### src/rtl/key_sequence_ctrl.sv
// Keypad code-entry controller: buffers up to DIGITS key codes, handles clear,
// backspace and enter, optionally auto-commits a full buffer, and aborts entry
// on inactivity or an external times_up. Committed codes are published with a
// one-cycle o_new_seq strobe.
module key_sequence_ctrl #(
  parameter int unsigned      DIGITS      = 4,
  parameter int unsigned      KEY_W       = 4,
  parameter logic [KEY_W-1:0] ENTER_KEY   = 4'hF,
  parameter logic [KEY_W-1:0] CLEAR_KEY   = 4'hE,
  parameter logic [KEY_W-1:0] BACK_KEY    = 4'hD,
  parameter bit               AUTO_COMMIT = 1'b0,
  parameter int unsigned      TIMEOUT_CYC = 1000
) (
  input  logic                         i_clk,
  input  logic                         i_reset_n,
  input  logic                         i_key_pressed,
  input  logic [KEY_W-1:0]             i_key,
  input  logic                         i_times_up,
  output logic [DIGITS*KEY_W-1:0]      o_sequence,
  output logic [$clog2(DIGITS+1)-1:0]  o_seq_len,
  output logic                         o_new_seq,
  output logic                         o_entry_active,
  output logic [$clog2(DIGITS+1)-1:0]  o_digit_count,
  output logic                         o_err,
  output logic                         o_timeout
);

  localparam int unsigned CW = $clog2(DIGITS + 1);
  localparam int unsigned SW = DIGITS * KEY_W;
  localparam int unsigned TW = (TIMEOUT_CYC > 0) ? $clog2(TIMEOUT_CYC + 1) : 1;

  typedef enum logic [1:0] {StIdle, StEntry, StFull} state_e;

  state_e          r_state, w_state_nxt;
  logic [SW-1:0]   r_buf, w_buf_nxt;
  logic [CW-1:0]   r_count, w_count_nxt;
  logic [SW-1:0]   r_seq, w_seq_nxt;
  logic [CW-1:0]   r_len, w_len_nxt;
  logic            r_new_seq, w_new_seq_nxt;
  logic            r_err, w_err_nxt;
  logic            r_timeout, w_timeout_nxt;
  logic [TW-1:0]   r_idle, w_idle_nxt;

  logic            w_active;
  logic            w_is_digit;
  logic            w_idle_hit;
  logic [CW-1:0]   w_count_inc;
  logic [SW-1:0]   w_buf_wr;
  logic [SW-1:0]   w_buf_bs;

  assign w_active    = (r_state != StIdle);
  assign w_is_digit  = (i_key != ENTER_KEY) && (i_key != CLEAR_KEY) && (i_key != BACK_KEY);
  assign w_idle_hit  = (TIMEOUT_CYC != 0) && (r_idle == TW'(TIMEOUT_CYC));
  assign w_count_inc = r_count + CW'(1);

  // Candidate buffers: digit written at slot[count], or slot[count-1] erased.
  always_comb begin
    w_buf_wr = r_buf;
    w_buf_bs = r_buf;
    for (int unsigned i = 0; i < DIGITS; i++) begin
      if (r_count == CW'(i))     w_buf_wr[(DIGITS-i)*KEY_W-1 -: KEY_W] = i_key;
      if (r_count == CW'(i + 1)) w_buf_bs[(DIGITS-i)*KEY_W-1 -: KEY_W] = '1;
    end
  end

  // Next-state logic; aborts outrank keys, so a key on an abort cycle is dropped.
  always_comb begin
    w_state_nxt   = r_state;
    w_buf_nxt     = r_buf;
    w_count_nxt   = r_count;
    w_seq_nxt     = r_seq;
    w_len_nxt     = r_len;
    w_new_seq_nxt = 1'b0;
    w_err_nxt     = 1'b0;
    w_timeout_nxt = 1'b0;
    w_idle_nxt    = '0;
    if (w_active && !i_key_pressed && (TIMEOUT_CYC != 0)) w_idle_nxt = r_idle + TW'(1);

    if (w_active && (i_times_up || w_idle_hit)) begin
      w_state_nxt   = StIdle;
      w_buf_nxt     = '1;
      w_count_nxt   = '0;
      w_idle_nxt    = '0;
      w_timeout_nxt = !i_times_up;
    end else if (i_key_pressed) begin
      if (w_is_digit) begin
        if (r_state == StFull) begin
          w_err_nxt = 1'b1;
        end else if (w_count_inc == CW'(DIGITS)) begin
          if (AUTO_COMMIT) begin
            w_seq_nxt     = w_buf_wr;
            w_len_nxt     = w_count_inc;
            w_new_seq_nxt = 1'b1;
            w_buf_nxt     = '1;
            w_count_nxt   = '0;
            w_state_nxt   = StIdle;
          end else begin
            w_buf_nxt   = w_buf_wr;
            w_count_nxt = w_count_inc;
            w_state_nxt = StFull;
          end
        end else begin
          w_buf_nxt   = w_buf_wr;
          w_count_nxt = w_count_inc;
          w_state_nxt = StEntry;
        end
      end else if (r_state != StIdle) begin
        if (i_key == ENTER_KEY) begin
          w_seq_nxt     = r_buf;
          w_len_nxt     = r_count;
          w_new_seq_nxt = 1'b1;
          w_buf_nxt     = '1;
          w_count_nxt   = '0;
          w_state_nxt   = StIdle;
        end else if (i_key == CLEAR_KEY) begin
          w_buf_nxt   = '1;
          w_count_nxt = '0;
          w_state_nxt = StIdle;
        end else begin
          w_buf_nxt   = w_buf_bs;
          w_count_nxt = r_count - CW'(1);
          w_state_nxt = (r_count == CW'(1)) ? StIdle : StEntry;
        end
      end
    end
  end

  // State and output registers with synchronous active-low reset.
  always_ff @(posedge i_clk) begin
    if (!i_reset_n) begin
      r_state   <= StIdle;
      r_buf     <= '1;
      r_count   <= '0;
      r_seq     <= '1;
      r_len     <= '0;
      r_new_seq <= 1'b0;
      r_err     <= 1'b0;
      r_timeout <= 1'b0;
      r_idle    <= '0;
    end else begin
      r_state   <= w_state_nxt;
      r_buf     <= w_buf_nxt;
      r_count   <= w_count_nxt;
      r_seq     <= w_seq_nxt;
      r_len     <= w_len_nxt;
      r_new_seq <= w_new_seq_nxt;
      r_err     <= w_err_nxt;
      r_timeout <= w_timeout_nxt;
      r_idle    <= w_idle_nxt;
    end
  end

  assign o_sequence     = r_seq;
  assign o_seq_len      = r_len;
  assign o_new_seq      = r_new_seq;
  assign o_entry_active = w_active;
  assign o_digit_count  = r_count;
  assign o_err          = r_err;
  assign o_timeout      = r_timeout;

endmodule

### config.mk
export PLATFORM = sky130hd
export DESIGN_NAME = key_sequence_ctrl
export DESIGN_NICKNAME = d
export VERILOG_FILES = /design/src/rtl/key_sequence_ctrl.sv
export SDC_FILE = /design/constraint.sdc
export NUM_CORES = 1
export LEC_CHECK = 0
export ABC_AREA = 1
export ABC_CLOCK_PERIOD_IN_PS = 1600
export BUFFER_PORTS_ARGS = -buffer_cell sky130_fd_sc_hd__buf_2
export CAP_MARGIN = 20
export CORE_MARGIN = 5
export CORE_UTILIZATION = 25
export CTS_CLUSTER_SIZE = 14
export DETAILED_ROUTE_END_ITERATION = 8
export GPL_ROUTABILITY_DRIVEN = 0
export SYNTH_ARGS = -nofsm -noshare
export SYNTH_HDL_FRONTEND = slang
export SYNTH_SLANG_ARGS = --single-unit
### constraint.sdc
create_clock -name i_clk -period 1.6 [get_ports i_clk]
set_input_delay 0.32 -clock i_clk [delete_from_list [all_inputs] [get_ports i_clk]]
set_output_delay 0.32 -clock i_clk [all_outputs]
set_load 0.02 [all_outputs]
* Word-level counts from Yosys, hierarchy flattened
Cells that the tools add are included.
** Storage, ports and cells
- Logic and storage cells :: 90
- Bits in registers :: 53
** Operators by class
- Reduce and logical (&&, ||, !) cells :: 25
- Equal/unequal tests :: 17
- Bitwise gates (word level) :: 6
- $add $sub $neg :: 3
- Multiplexer cells :: 27
** Operator list (count)
- two-way mux 16 bit :: 5
- two-way mux 4 bit :: 8
- AND reduction 5 bit :: 5
- nonzero test 4 bit :: 4
- two-way mux 3 bit :: 5
- inequality test 4 bit, second input constant :: 3
- adder 10 x 1 -> 10 bit, second input constant :: 1
- equality test 10 bit, second input constant :: 1
- equality test 4 bit, second input constant :: 2
- two-way mux 2 bit :: 4
- inequality test 2 x 1 -> 1 bit, second input constant :: 4
- equality test 3 x 2 -> 1 bit, second input constant :: 2
- equality test 3 bit, second input constant :: 2
- inverter 1 bit :: 6
- two-way mux 1 bit :: 5
- OR reduction 5 bit :: 1
- logical AND 1 bit :: 4
- nonzero test 2 bit :: 2
- OR reduction 4 bit :: 1
- adder 3 x 1 -> 3 bit, second input constant :: 1
- equality test 3 x 1 -> 1 bit, second input constant :: 1
- logical NOT 3 bit :: 1
- AND reduction 3 bit :: 1
- OR reduction 3 bit :: 1
- other kinds (7) :: 8

* Depth between registers and ports, before layout
- Depth after elaboration :: 6
- Mapped depth :: 11
- Gate-level depth less buffers :: 10

* Least setup slack after synthesis
No wires, ideal clock.
- Path type :: register -> register
- Start :: register r_idle[0]
- End :: register r_buf[0]
- Slack :: 0.089 ns
- Cell stages (with the launch flop) :: 12
- Clock period less this slack :: 1.511 ns
- Setup time :: 0.120 ns
- Arrival time :: 1.391 ns
- Buffers on the path :: 1
- Data required time :: 1.480 ns
- Path through :: dfxtp_1 -> inv_1 -> ha_1 -> nand3_1 -> nor2_1 -> nand2_2 -> nand2_1 -> nand2_2 -> nand2_4 -> inv_2 -> buf_6 -> nand3_1
** Between the ends
- Longest elaborated chain between the ends :: 4
** RTL lines
- start: declaration :: RTL line 42 : logic [TW-1:0] r_idle, w_idle_nxt;
- start signal: assignment :: RTL line 149 : r_idle <= w_idle_nxt;
- equality test 10 bit :: RTL line 53 : assign w_idle_hit = (TIMEOUT_CYC != 0) && (r_idle == TW'(TIMEOUT_CYC));
- logical OR 1 bit :: RTL line 79 : if (w_active && (i_times_up || w_idle_hit)) begin
- logical AND 1 bit :: RTL line 79
- OR reduction 2 bit (no line)
- end signal: assignment :: RTL line 142 : r_buf <= w_buf_nxt;
- end: declaration :: RTL line 35 : logic [SW-1:0] r_buf, w_buf_nxt;
Every way passes these cells.
A chain may end at the register's enable or synchronous reset.

* Final worst setup path
- Start :: register r_state[1]
- End :: output o_entry_active
** Between the ends
- Longest elaborated chain between the ends :: 1
** RTL lines
- start: declaration :: RTL line 34 : state_e r_state, w_state_nxt;
- start signal: assignment :: RTL line 131 : r_state <= StIdle;
- start signal: assignment :: RTL line 141 : r_state <= w_state_nxt;
- nonzero test 2 bit :: RTL line 51 : assign w_active = (r_state != StIdle);
- end: declaration :: RTL line 22 : output logic o_entry_active,
Every way passes these cells.

==> results.tsv <==
metric	value	unit
crit_family	buffers and inverters	
routedWlPerCell	10.8	µm
fin_util	31.1	%
yosysTopAreaCellShare	43.4	%
synth_seq_cells	53	
fin_crit_sh	95.2	%
hold_slack	229	ps
synth_cell_types	25	
die_area	0.0119	mm²
synthTopCellsByArea	dfxtp_1, nand2_1, nand3_1	
finalClockSkew	9.60	ps
grt_max_degree	21	
placed_area	0.00285	mm²
finalSetupViolCount	0	
die_w	109	µm
dp.final_hpwl	4.34	mm
synth_common_cells	nand2_1, nand3_1, dfxtp_1, inv_1, nor2_1	
critPathKind	reg2out	
yosysTopAreaCell	dfxtp_1	
path_depth	3	
grt_pass1_wl	9.44	mm
seq_area_frac_synth	43.4	%
dp_slack	-27.4	ps
syn_area	0.00244	mm²
critPathLaunchType	register	
crit_slowest_cell	dfxtp_1	
routed_wl	5.52	mm
track_usage	9.76	%
ioPinCount	34	
synth_flop_cell	dfxtp_1	
leakagePower	1.41	nW
path_clk_slew	90	ps
finish.instance_area	0.00300	mm²
stdcell_count	510	
die_h	109	µm
rsz0062_at_grt	true	
hold_violations	0	
drive_above_1_share	21.2	%
grt-ovfl-total	0	
antenna_found_initial	0	
crit_path_end_kind	output pin	
worst_pin_slew	347	ps
numCtsBuffers	5	
min_path_type	in2reg	
critical_path_buf_inv_count	2	
vias	2187	
power	2.93	mW
syn_nets	343	
path_cells	nor2_2 -> inv_1 -> buf_2	
drv_slew	0	
powerDensity	976	mW/mm²
clk_latency	310	ps
cp.required	1280	ps
initial_core_util	25.4	%
root_buffer	clkbuf_8	
postSynthAreaPerCell	7.50	µm²
drv_cap	0	
fin_tns_setup	0	ps
worst-r2r-cell-count	7	
outcome	complete, no violations	
antenna_left	0	
worst-path-max-fanout	4	
antenna_cells	0	
cts_tree	done	
placed_cells	502	
rows	36	
yosysWarnings	0	
slew_headroom	76.7	%
post_cts_buffers	0	
async_flop_share	0	%
worst_slack	76.6	ps
max_stage_delay	330	ps
synth_cells	326	
arrival	1200	ps
clockBufferDepth	2	
drt_iter0_drc	103	
numPortBuffers	33	
clock.fmax	0.656	GHz
cts.sinks	53	
htreeDepth	2	
synth_most_common_cell	nand2_1	
area_growth	22.7	%
dr.pass1.iters	4	
post-route-drc-count	0	
whs_path_depth	2	
final.min_clock_period	1520	ps
core_area	0.00964	mm²
grt_pass1_vias	2066	
synth_edf_count	0	
via_per_inst	4.29	
ir_worst_vdd	0.000362	V
nets	393	
-- cells by family after synthesis --
kind of cell / after synthesis / synth area share (%)
and+or+nand+nor: 213 / 41.0
DFF: 53 / 43.4
buffers and inverters: 38 / 7.57
adders and majority gates: 9 / 4.61
AOI/OAI and AO/OA: 8 / 1.64
xor gates and xnor gates: 5 / 1.79
-- layout make-up --
class,instances,area (µm²)
tap,133,166
fill,1063,6640
multi-input combinational,235,1200
clock inverter,3,68.8
timing repair buffer,55,330
inverter,26,100
clock buffer,5,68.8
sequential,53,1060
-- flip-flops by register name (all words and copies together), names as in the netlist --
name	count
o_digit_count	3
o_err	1
o_new_seq	1
o_seq_len	3
o_sequence	16
o_timeout	1
r_buf	16
r_idle	10
r_state	2
-- path summary, 6_finish.rpt --
path                                      from              to  slack, ps
worst min register to register  o_sequence[10]  o_sequence[10]        460
worst max register to register      r_state[0]        r_buf[6]        120
worst max-delay path                r_state[1]  o_entry_active         80
worst min-delay path                i_times_up       o_timeout        230
-- repair_timing --
action,in CTS,in global routing
hold buffers,0,0
endpoints found under the setup margin,0,22
gates resized for setup,0,5
-- placed cells by master, fill, tap and decap left out --
cell,synthesis,layout
a21oi_1,4,4
buf_2,1,33
buf_4,3,22
bufinv_16,0,2
clkbuf_8,0,5
clkinv_1,1,1
dfxtp_1,53,51
dfxtp_2,0,2
ha_1,9,9
inv_1,24,24
inv_4,0,1
inv_6,0,1
nand2_1,92,91
nand2_2,2,3
nand2_4,1,1
nand3_1,61,61
nand3_2,3,3
nand3_4,1,1
nand4_1,17,17
nor2_1,23,23
nor2_2,4,4
nor2_4,1,1
nor3_1,7,7
nor3_4,1,1
o21ai_0,4,4
xnor2_1,2,2
xor2_1,3,3
-- power breakdown --
| part | switching [mW] | internal, mW |
|---|---|---|
| clock | 0.442 | 0.629 |
| sequential | 0.0343 | 1.38 |
| combinational | 0.285 | 0.159 |
-- worst reg2reg max path: stages, from the launching register on --
cell,delay [ps]
dfxtp_1,380
nor2_2,80
inv_1,140
nor2_1,100
nor2_4,310
nand2_1,190
nand2_1,110
nand3_1,70
-- layer usage --
layer	wire length [µm]	global-route usage [%]
met1	2670	12.3
met2	2550	16.3
met3	198	2.07
met4	102	3.52
met5	0	0
Power figures use the tool's default switching activity.
